**src/rtl/pfw_mp_if.sv**
```systemverilog
// Packet stream bundle for the pfw_mp forwarding stage: ingress words with
// head-word metadata on the in_* side, forwarded words and action on the out_* side.
interface pfw_mp_if #(
    parameter int PORT_NUM = 4
);
    logic [133:0]        in_data;
    logic                in_data_wr;
    logic [2:0]          in_pkttype;
    logic [101:0]        in_key;
    logic [133:0]        out_data;
    logic                out_data_wr;
    logic                out_valid;
    logic                out_valid_wr;
    logic [4+PORT_NUM:0] out_action;
    logic                out_action_wr;

    modport master (
        output in_data, in_data_wr, in_pkttype, in_key,
        input  out_data, out_data_wr, out_valid, out_valid_wr, out_action, out_action_wr
    );

    modport slave (
        input  in_data, in_data_wr, in_pkttype, in_key,
        output out_data, out_data_wr, out_valid, out_valid_wr, out_action, out_action_wr
    );
endinterface

```
**src/rtl/pfw_mp.sv**
```systemverilog
// Multi-port forwarding-decision stage: per packet chooses drop/unicast/broadcast,
// emits an egress bitmap with the head word and forwards words at 2-cycle latency.
module pfw_mp #(
    parameter int         PORT_NUM  = 4,
    parameter int         IDX_W     = 4,
    parameter int         HOST_PORT = 0,
    parameter logic [2:0] PTP_TYPE  = 3'h2
) (
    input  logic                      clk,
    input  logic                      rst_n,
    pfw_mp_if.slave                   bus,
    input  logic [47:0]               local_mac_addr,
    input  logic [PORT_NUM-1:0]       port_en,
    input  logic [PORT_NUM*IDX_W-1:0] fwd_map,
    input  logic [IDX_W-1:0]          ptp_port,
    output logic [31:0]               fwd_cnt,
    output logic [31:0]               drop_cnt,
    output logic [31:0]               err_cnt
);
    typedef enum logic [1:0] {IDLE_S, FWD_S, DISC_S} state_t;

    localparam logic [1:0]  CTL_HEAD = 2'b01;
    localparam logic [1:0]  CTL_TAIL = 2'b10;
    localparam logic [31:0] HOST_IDX = HOST_PORT;

    function automatic logic [PORT_NUM-1:0] onehot(input logic [31:0] idx);
        logic [PORT_NUM-1:0] oh;
        oh = '0;
        for (int unsigned p = 0; p < PORT_NUM; p++) oh[p] = (idx == p);
        return oh;
    endfunction

    state_t state, state_nxt;
    logic   disc, disc_nxt;

    logic [5:0]          ip;
    logic [47:0]         dmac, smac;
    logic                ip_ok, en_ip, ip_host;
    logic [IDX_W-1:0]    map_ip;
    logic [1:0]          dec_mode;
    logic [PORT_NUM-1:0] dec_raw, dec_bmp;
    logic                dec_drop;
    logic [4+PORT_NUM:0] dec_act;

    logic is_head, is_tail;
    logic push, act_load, fwd_inc, drop_inc, err_inc;

    logic [133:0]        s1_data;
    logic                s1_wr, s1_head, s1_tail;
    logic [4+PORT_NUM:0] s1_act;

    assign dmac    = bus.in_key[101:54];
    assign smac    = bus.in_key[53:6];
    assign ip      = bus.in_key[5:0];
    assign ip_host = (32'(ip) == HOST_IDX);
    assign is_head = bus.in_data_wr && (bus.in_data[133:132] == CTL_HEAD);
    assign is_tail = bus.in_data_wr && (bus.in_data[133:132] == CTL_TAIL);

    always_comb begin
        ip_ok    = 1'b0;
        en_ip    = 1'b0;
        map_ip   = '0;
        for (int unsigned p = 0; p < PORT_NUM; p++) begin
            if (32'(ip) == p) begin
                ip_ok  = 1'b1;
                en_ip  = port_en[p];
                map_ip = fwd_map[p*IDX_W +: IDX_W];
            end
        end
        dec_mode = 2'b00;
        if (dmac == '1) begin
            dec_mode = 2'b10;
            dec_raw  = port_en & ~onehot(32'(ip));
        end else if (dmac == local_mac_addr) begin
            dec_raw  = onehot(HOST_IDX);
        end else if (ip_host && (bus.in_pkttype == PTP_TYPE)) begin
            dec_raw  = onehot(32'(ptp_port));
        end else begin
            dec_raw  = onehot(32'(map_ip));
        end
        dec_bmp  = dec_raw & port_en;
        dec_drop = !ip_ok || !en_ip || ((smac == local_mac_addr) && !ip_host) ||
                   (dec_bmp == '0);
        dec_act  = {dec_mode, bus.in_pkttype, dec_bmp};
    end

    always_ff @(posedge clk or negedge rst_n) begin
        if (!rst_n) begin
            state <= IDLE_S;
            disc  <= 1'b0;
        end else begin
            state <= state_nxt;
            disc  <= disc_nxt;
        end
    end

    // disc marks an errant head inside a forwarded packet: its words are
    // swallowed, but the tail is still passed so the open packet closes.
    always_comb begin
        state_nxt = state;
        disc_nxt  = disc;
        push      = 1'b0;
        act_load  = 1'b0;
        fwd_inc   = 1'b0;
        drop_inc  = 1'b0;
        err_inc   = 1'b0;
        case (state)
            IDLE_S, DISC_S: begin
                if (is_head) begin
                    err_inc = (state == DISC_S);
                    if (dec_drop) begin
                        drop_inc  = 1'b1;
                        state_nxt = DISC_S;
                    end else begin
                        fwd_inc   = 1'b1;
                        push      = 1'b1;
                        act_load  = 1'b1;
                        disc_nxt  = 1'b0;
                        state_nxt = FWD_S;
                    end
                end else if (state == IDLE_S) begin
                    err_inc = bus.in_data_wr;
                end else if (is_tail) begin
                    state_nxt = IDLE_S;
                end
            end
            FWD_S: begin
                if (is_head) begin
                    err_inc  = 1'b1;
                    disc_nxt = 1'b1;
                end else if (is_tail) begin
                    push      = 1'b1;
                    disc_nxt  = 1'b0;
                    state_nxt = IDLE_S;
                end else begin
                    push = bus.in_data_wr && !disc;
                end
            end
            default: state_nxt = IDLE_S;
        endcase
    end

    always_ff @(posedge clk or negedge rst_n) begin
        if (!rst_n) begin
            s1_data           <= '0;
            s1_wr             <= 1'b0;
            s1_head           <= 1'b0;
            s1_tail           <= 1'b0;
            s1_act            <= '0;
            bus.out_data      <= '0;
            bus.out_data_wr   <= 1'b0;
            bus.out_action    <= '0;
            bus.out_action_wr <= 1'b0;
            bus.out_valid     <= 1'b0;
            bus.out_valid_wr  <= 1'b0;
        end else begin
            s1_wr   <= push;
            s1_head <= act_load;
            s1_tail <= push && is_tail;
            if (push)     s1_data <= bus.in_data;
            if (act_load) s1_act  <= dec_act;
            bus.out_data_wr   <= s1_wr;
            bus.out_action_wr <= s1_head;
            bus.out_valid     <= s1_tail;
            bus.out_valid_wr  <= s1_tail;
            if (s1_wr)   bus.out_data   <= s1_data;
            if (s1_head) bus.out_action <= s1_act;
        end
    end

    always_ff @(posedge clk or negedge rst_n) begin
        if (!rst_n) begin
            fwd_cnt  <= '0;
            drop_cnt <= '0;
            err_cnt  <= '0;
        end else begin
            if (fwd_inc)  fwd_cnt  <= fwd_cnt + 32'd1;
            if (drop_inc) drop_cnt <= drop_cnt + 32'd1;
            if (err_inc)  err_cnt  <= err_cnt + 32'd1;
        end
    end
endmodule
```
**src/flat_wrapper.sv**
```systemverilog
// flat-port wrapper written by rule: the top's interface ports become plain ports
module pfw_mp_flat 
#(
    parameter int         PORT_NUM  = 4,
    parameter int         IDX_W     = 4,
    parameter int         HOST_PORT = 0,
    parameter logic [2:0] PTP_TYPE  = 3'h2
)
  (clk, rst_n, local_mac_addr, port_en, fwd_map, ptp_port, fwd_cnt, drop_cnt, err_cnt, bus_in_data, bus_in_data_wr, bus_in_pkttype, bus_in_key, bus_out_data, bus_out_data_wr, bus_out_valid, bus_out_valid_wr, bus_out_action, bus_out_action_wr);
  pfw_mp_if #(.PORT_NUM(PORT_NUM)) bus_i ();
  input  logic clk;
  input  logic rst_n;
  input  logic [47:0] local_mac_addr;
  input  logic [PORT_NUM-1:0] port_en;
  input  logic [PORT_NUM*IDX_W-1:0] fwd_map;
  input  logic [IDX_W-1:0] ptp_port;
  output logic [31:0] fwd_cnt;
  output logic [31:0] drop_cnt;
  output logic [31:0] err_cnt;
  input wire logic [$bits(bus_i.in_data)-1:0] bus_in_data;
  input wire logic [$bits(bus_i.in_data_wr)-1:0] bus_in_data_wr;
  input wire logic [$bits(bus_i.in_pkttype)-1:0] bus_in_pkttype;
  input wire logic [$bits(bus_i.in_key)-1:0] bus_in_key;
  output wire logic [$bits(bus_i.out_data)-1:0] bus_out_data;
  output wire logic [$bits(bus_i.out_data_wr)-1:0] bus_out_data_wr;
  output wire logic [$bits(bus_i.out_valid)-1:0] bus_out_valid;
  output wire logic [$bits(bus_i.out_valid_wr)-1:0] bus_out_valid_wr;
  output wire logic [$bits(bus_i.out_action)-1:0] bus_out_action;
  output wire logic [$bits(bus_i.out_action_wr)-1:0] bus_out_action_wr;
  assign bus_i.in_data = bus_in_data;
  assign bus_i.in_data_wr = bus_in_data_wr;
  assign bus_i.in_pkttype = bus_in_pkttype;
  assign bus_i.in_key = bus_in_key;
  assign bus_out_data = bus_i.out_data;
  assign bus_out_data_wr = bus_i.out_data_wr;
  assign bus_out_valid = bus_i.out_valid;
  assign bus_out_valid_wr = bus_i.out_valid_wr;
  assign bus_out_action = bus_i.out_action;
  assign bus_out_action_wr = bus_i.out_action_wr;
  pfw_mp #(.PORT_NUM(PORT_NUM), .IDX_W(IDX_W), .HOST_PORT(HOST_PORT), .PTP_TYPE(PTP_TYPE)) u_core (.clk(clk), .rst_n(rst_n), .bus(bus_i), .local_mac_addr(local_mac_addr), .port_en(port_en), .fwd_map(fwd_map), .ptp_port(ptp_port), .fwd_cnt(fwd_cnt), .drop_cnt(drop_cnt), .err_cnt(err_cnt));
endmodule
```
**config.mk**
```make
export PLATFORM = sky130hd
export DESIGN_NAME = pfw_mp_flat
export DESIGN_NICKNAME = d
export VERILOG_FILES = /design/src/rtl/pfw_mp_if.sv /design/src/rtl/pfw_mp.sv /design/src/flat_wrapper.sv
export SDC_FILE = /design/constraint.sdc
export NUM_CORES = 1
export LEC_CHECK = 0
export ABC_AREA = 1
export CORE_AREA = 2 2 218 220
export CTS_CLUSTER_SIZE = 16
export DETAILED_ROUTE_END_ITERATION = 8
export DIE_AREA = 0 0 220 222
export PLACE_DENSITY = 0.73
export RECOVER_POWER = 100
export SKIP_CTS_REPAIR_TIMING = 1
export SYNTH_ARGS = -nofsm -noshare
export SYNTH_HDL_FRONTEND = slang
export SYNTH_SLANG_ARGS = --single-unit
```
**constraint.sdc**
```tcl
create_clock -name clk -period 3 [get_ports clk]
set_clock_uncertainty 0.15 [all_clocks]
set_input_delay 0.3 -clock clk [delete_from_list [all_inputs] [get_ports clk]]
set_output_delay 0.3 -clock clk [all_outputs]
set_load 0.05 [all_outputs]
```
# Yosys cells after proc, flatten, opt, wreduce, memory -nomap -nowiden
# Index checks and enable logic that the tools add are counted.
# op_classes
eq_ne	22
n_addsub	3
n_reduce_logical	22
bitwise	3
mux	40
# op_table
operator	n
adder 32 x 1 -> 32 bit, second input constant	3
equality test 48 bit	2
equality test 48 bit, second input constant	1
two-way mux 4 bit	7
two-way mux 1 bit	23
equality test 4 x 2 -> 1 bit, second input constant	4
equality test 6 x 2 -> 1 bit, second input constant	2
zero test 4 bit	3
two-way mux 2 bit	6
AND 4 bit	2
equality test 4 x 1 -> 1 bit, second input constant	2
equality test 6 x 1 -> 1 bit, second input constant	1
logical AND 1 bit	6
zero test 6 bit	1
case mux 1 bit (2 select lines)	3
equality test 2 x 1 -> 1 bit, second input constant	2
equality test 2 bit, second input constant	2
zero test 1 bit	4
inequality test 2 bit, second input constant	2
NOT 4 bit	1
case mux 2 bit (2 select lines)	1
AND reduction 4 bit	1
equality test 3 x 2 -> 1 bit, second input constant	1
logical OR 1 bit	3
other kinds (7)	7
# word_totals
regBits	391

# Depth between registers and ports, before layout
# logic_depth
ltp_word	16
depth_mapped	21
mapped_depth_nobuf	20

# Worst setup path before layout
# No wires, ideal clock.
# synth_path
path_type	register to register
start	register u_core.err_cnt[8]
end	register u_core.err_cnt[29]
arrival_ns	2.179
setup_ns	0.082
stages_incl_launch_ff	12
slack_ns	0.589
t_required_ns	2.768
path_buffers	0
cell_sequence	dfrtp_1 > nand2_1 > nor2_1 > nand4_1 > nor2_1 > nand3_1 > nor3_1 > nand2_1 > nor2_2 > nand2_1 > nor2_1 > xor2_1
# synth_between
elab_chain_len	1
# synth_rtl
element	line_no	source
from (decl)	pfw_mp.sv:18	output logic [31:0] err_cnt
from (signal assigned)	pfw_mp.sv:179	if (err_inc) err_cnt <= err_cnt + 32'd1;
adder 32 x 1 -> 32 bit	pfw_mp.sv:179	
# Every way passes these cells.
# A chain may end at the register's enable or synchronous reset.

# Worst setup path in the final report
# layout_path
start	input local_mac_addr[39]
end	register u_core.s1_data[30]
# layout_between
elab_chain_len	9
word_cells_on_any_way	12
cone_classes	eq/ne: 2; mux: 5; bitwise: 1; reduce/logical: 4
# layout_rtl
element	line_no	source
from (decl)	flat_wrapper.sv:13	input logic [47:0] local_mac_addr;
equality test 48 bit	pfw_mp.sv:74	end else if (dmac == local_mac_addr) begin
two-way mux 4 bit	pfw_mp.sv:74	
two-way mux 4 bit	pfw_mp.sv:71	if (dmac == '1) begin
AND 4 bit	pfw_mp.sv:81	dec_bmp = dec_raw & port_en;
zero test 4 bit	pfw_mp.sv:83	(dec_bmp == '0);
logical OR 1 bit (*)	pfw_mp.sv:82	dec_drop = !ip_ok || !en_ip || ((smac == local_mac_addr) && !ip_host) ||
two-way mux 1 bit (*)	pfw_mp.sv:111	if (dec_drop) begin
two-way mux 1 bit (*)	pfw_mp.sv:109	if (is_head) begin
case mux 1 bit (2 select lines) (*)	pfw_mp.sv:107	case (state)
to (signal assigned)	pfw_mp.sv:160	if (push) s1_data <= bus.in_data;
to (decl)	pfw_mp.sv:48	logic [133:0] s1_data;
# Every way passes the cells marked *; elsewhere a longest branch is shown, timed or not.

==> out/results.ini <==
[global_route]
grt_max_degree=136
gr-total-overflow=0
grtUsageTotal=0.250
grt_pass1_vias=16800
antenna_found_initial=9
grt_pass1_wl_um=95200

[critical_path]
r2r.worst_path.cells=13
startpoint=local_mac_addr[39]
r2r-end=u_core.err_cnt[29]$_DFFE_PN0P_
worst_ep_arrival_time_ns=3.13
r2r_slack_ns=0.30
startpoint_type=input port
cp.required_ns=3.35
crit_type=input port to flop
crit_end=u_core.s1_data[30]$_DFFE_PN0P_
cp-end-kind=flop
r2r_start=u_core.state[0]$_DFFE_PN0P_
crit_fanout=20

[sta]
min_period_ns=2.78
final-hold-violation-count=0
rsz0062_at_grt=false
holdWs_ns=0.126
slew_headroom=-0.528
max_clock_freq_mhz=359
setup_viol=0
slew_viol_final=86
period_share=0.928
worst_slew_pin_slew_ns=2.29

[die]
initial_utilization=0.400
core_mm2=0.0463
die_w_um=220
dieHeight_um=222
fp-row-count=79
pin_count=557
die_area_mm2=0.0488

[clock_network]
htree_levels=2
cts_tree=built
clkLatencyLatePin_ns=0.56
cts_buffer_depth=3
cts_root_buffer=clkbuf_16
cts_made_buffers=42
clk_pin_slew_worst_paths_ns=0.06
clock_sinks=389

[outcome]
status=finished with violations
violations=max-capacitance violations, max-slew violations

[layout]
syn_to_final_growth_pct=43.9
final_cell_count_no_fill=3320
drive_gt1_frac=0.116
fillers=4056
register_area_mm2=0.00973
final_area_mm2=0.0266
nets=2996
multi_input_area_mm2=0.00791

[pwr]
ir_drop_mv=0.452
leakagePower_uw=0.0137
power_density_mw_per_mm2=461

[route]
drc=0
wl_um=61300
drtIter0Drc=896
avgViaCountPerCell=4.92
vias=16400
ant_nets=0
dr.pass1.iters=5
wire_per_inst_um=18.5

[synthesis]
synth_cell_type_count=36
synth_cells=2052
synth_seq_area_share=0.526
synth.area.top_cells=dfrtp_1 (53%), nand2_1 (14%), mux2_2 (8.7%), nand3_1 (4.5%), xor2_1 (4.1%)
yosysTopAreaCellShare=0.526
synth_common_cells=nand2_1 (711), dfrtp_1 (389), nand3_1 (167)
yosysMostFrequentCell=nand2_1
synth_ff_type=dfrtp_1
ys_ff_latch=389
netlist_area_mm2=0.0185
synth_async_sr_flop_share=1.00
yosys_warnings=0
synth_edf_count=0
synth_top_area_cell=dfrtp_1
syn_area_per_cell_um2=9.02
syn_nets=2369

[place]
hpwl_um=46700
gp_congestion=0.983
postPlaceCellArea_mm2=0.0255
dp_cells=3241
port_buffers=555

[run]
drv_cap=1

[min_path]
hold_class=input port to flop

==> worst min-delay path by stage <==
stage,start,end,cells after the start
after global routing,bus_in_data[32],u_core.s1_data[32]$_DFFE_PN0P_,3
after CTS,rst_n,u_core.bus.out_data[2]$_DFFE_PN0P_,1
after global placement,u_core.s1_tail$_DFF_PN0_,u_core.bus.out_valid$_DFF_PN0_,0
after floorplan,rst_n,u_core.bus.out_action[0]$_DFFE_PN0P_,0
final,bus_in_data[115],u_core.s1_data[115]$_DFFE_PN0P_,3
after detailed placement,u_core.s1_tail$_DFF_PN0_,u_core.bus.out_valid$_DFF_PN0_,0
==> area by class of cell <==
cell class	instances	share of cell area
tap	607	0.0285
antenna	4	0.000376
sequential	389	0.365
clock buffer	67	0.0460
timing repair buffer	659	0.242
multi-input combinational	1455	0.297
inverter	132	0.0187
clock inverter	7	0.00225
==> state kept, by name, indices dropped and copies added, names as in the netlist <==
| register | count |
|---|---|
| u_core.bus.out_action | 8 |
| u_core.bus.out_action_wr | 1 |
| u_core.bus.out_data | 134 |
| u_core.bus.out_data_wr | 1 |
| u_core.bus.out_valid | 1 |
| u_core.disc | 1 |
| u_core.drop_cnt | 32 |
| u_core.err_cnt | 32 |
| u_core.fwd_cnt | 32 |
| u_core.s1_act | 8 |
| u_core.s1_data | 134 |
| u_core.s1_head | 1 |
| u_core.s1_tail | 1 |
| u_core.s1_wr | 1 |
| u_core.state | 2 |
==> power breakdown <==
| group | switching, uW | internal [uW] |
|---|---|---|
| Combinational | 922 | 789 |
| Sequential | 187 | 5500 |
| Clock | 2080 | 2800 |
| Total | 3190 | 9090 |
==> routing by layer <==
layer	up-vias	routed length, um	GRT usage
met3	103	4830	0.0657
met1	7852	25400	0.322
li1	7869	-	-
met2	520	29200	0.409
met5	-	36	0
met4	6	1770	0.0799
==> per-stage QoR <==
stage | setup WS (ns) | utilization | setup TNS, ns | total power (uW)
final | 0.216 | 0.576 | 0 | 12300
after global routing | 0.0216 | 0.576 | 0 | 12800
after CTS | 0.211 | 0.578 | 0 | 12500
after detailed placement | -0.361 | 0.550 | -34.14 | 7540
after global placement | -0.292 | 0.550 | -31.35 | 7490
after floorplan | 0.589 | - | 0 | 6500
==> logic make-up (layout without fill, tap and decap cells) <==
family | Yosys count | in the layout | synth area share
adders and majority gates | 3 | 3 | 0.00203
DFF | 389 | 389 | 0.526
xor gates and xnor gates | 152 | 152 | 0.0719
AOI/OAI and AO/OA | 48 | 48 | 0.0148
other | 1 | 5 | 0.000203
and+or+nand+nor | 1108 | 1108 | 0.251
muxes | 143 | 143 | 0.0870
buffers and inverters | 208 | 865 | 0.0477
==> critical path: stages <==
cell             delay, ns
clkdlybuf4s50_1       0.47
buf_4                 0.16
xor2_1                0.13
nor4_1                0.50
buf_4                 0.20
nand3_1               0.07
nor2_1                0.19
a21oi_1               0.17
nand4_4               0.20
buf_2                 0.33
buf_12                0.20
nand3_1               0.10
nand2_1               0.10
==> cells in the final DEF, fill, tap and decap left out, types with 4 or more instances in the layout <==
cell type          n
buf_12            11
o21ai_0           26
o22ai_1            4
inv_1            127
nand2_1          712
a21oi_1            8
mux2_2           143
diode_2            4
nor3_1            49
xor2_1            86
clkinv_2           4
nand3_1          166
buf_4             67
clkbuf_8           6
clkbuf_4           8
dlygate4sd3_1    243
nor4_1            25
clkdlybuf4s50_1  312
xnor2_1           66
clkbuf_16         43
nand4_1           29
clkbuf_1          24
nor2_1           113
dfrtp_1          389
clkbuf_2           7
No activity file was read; power rests on OpenSTA's default activity.
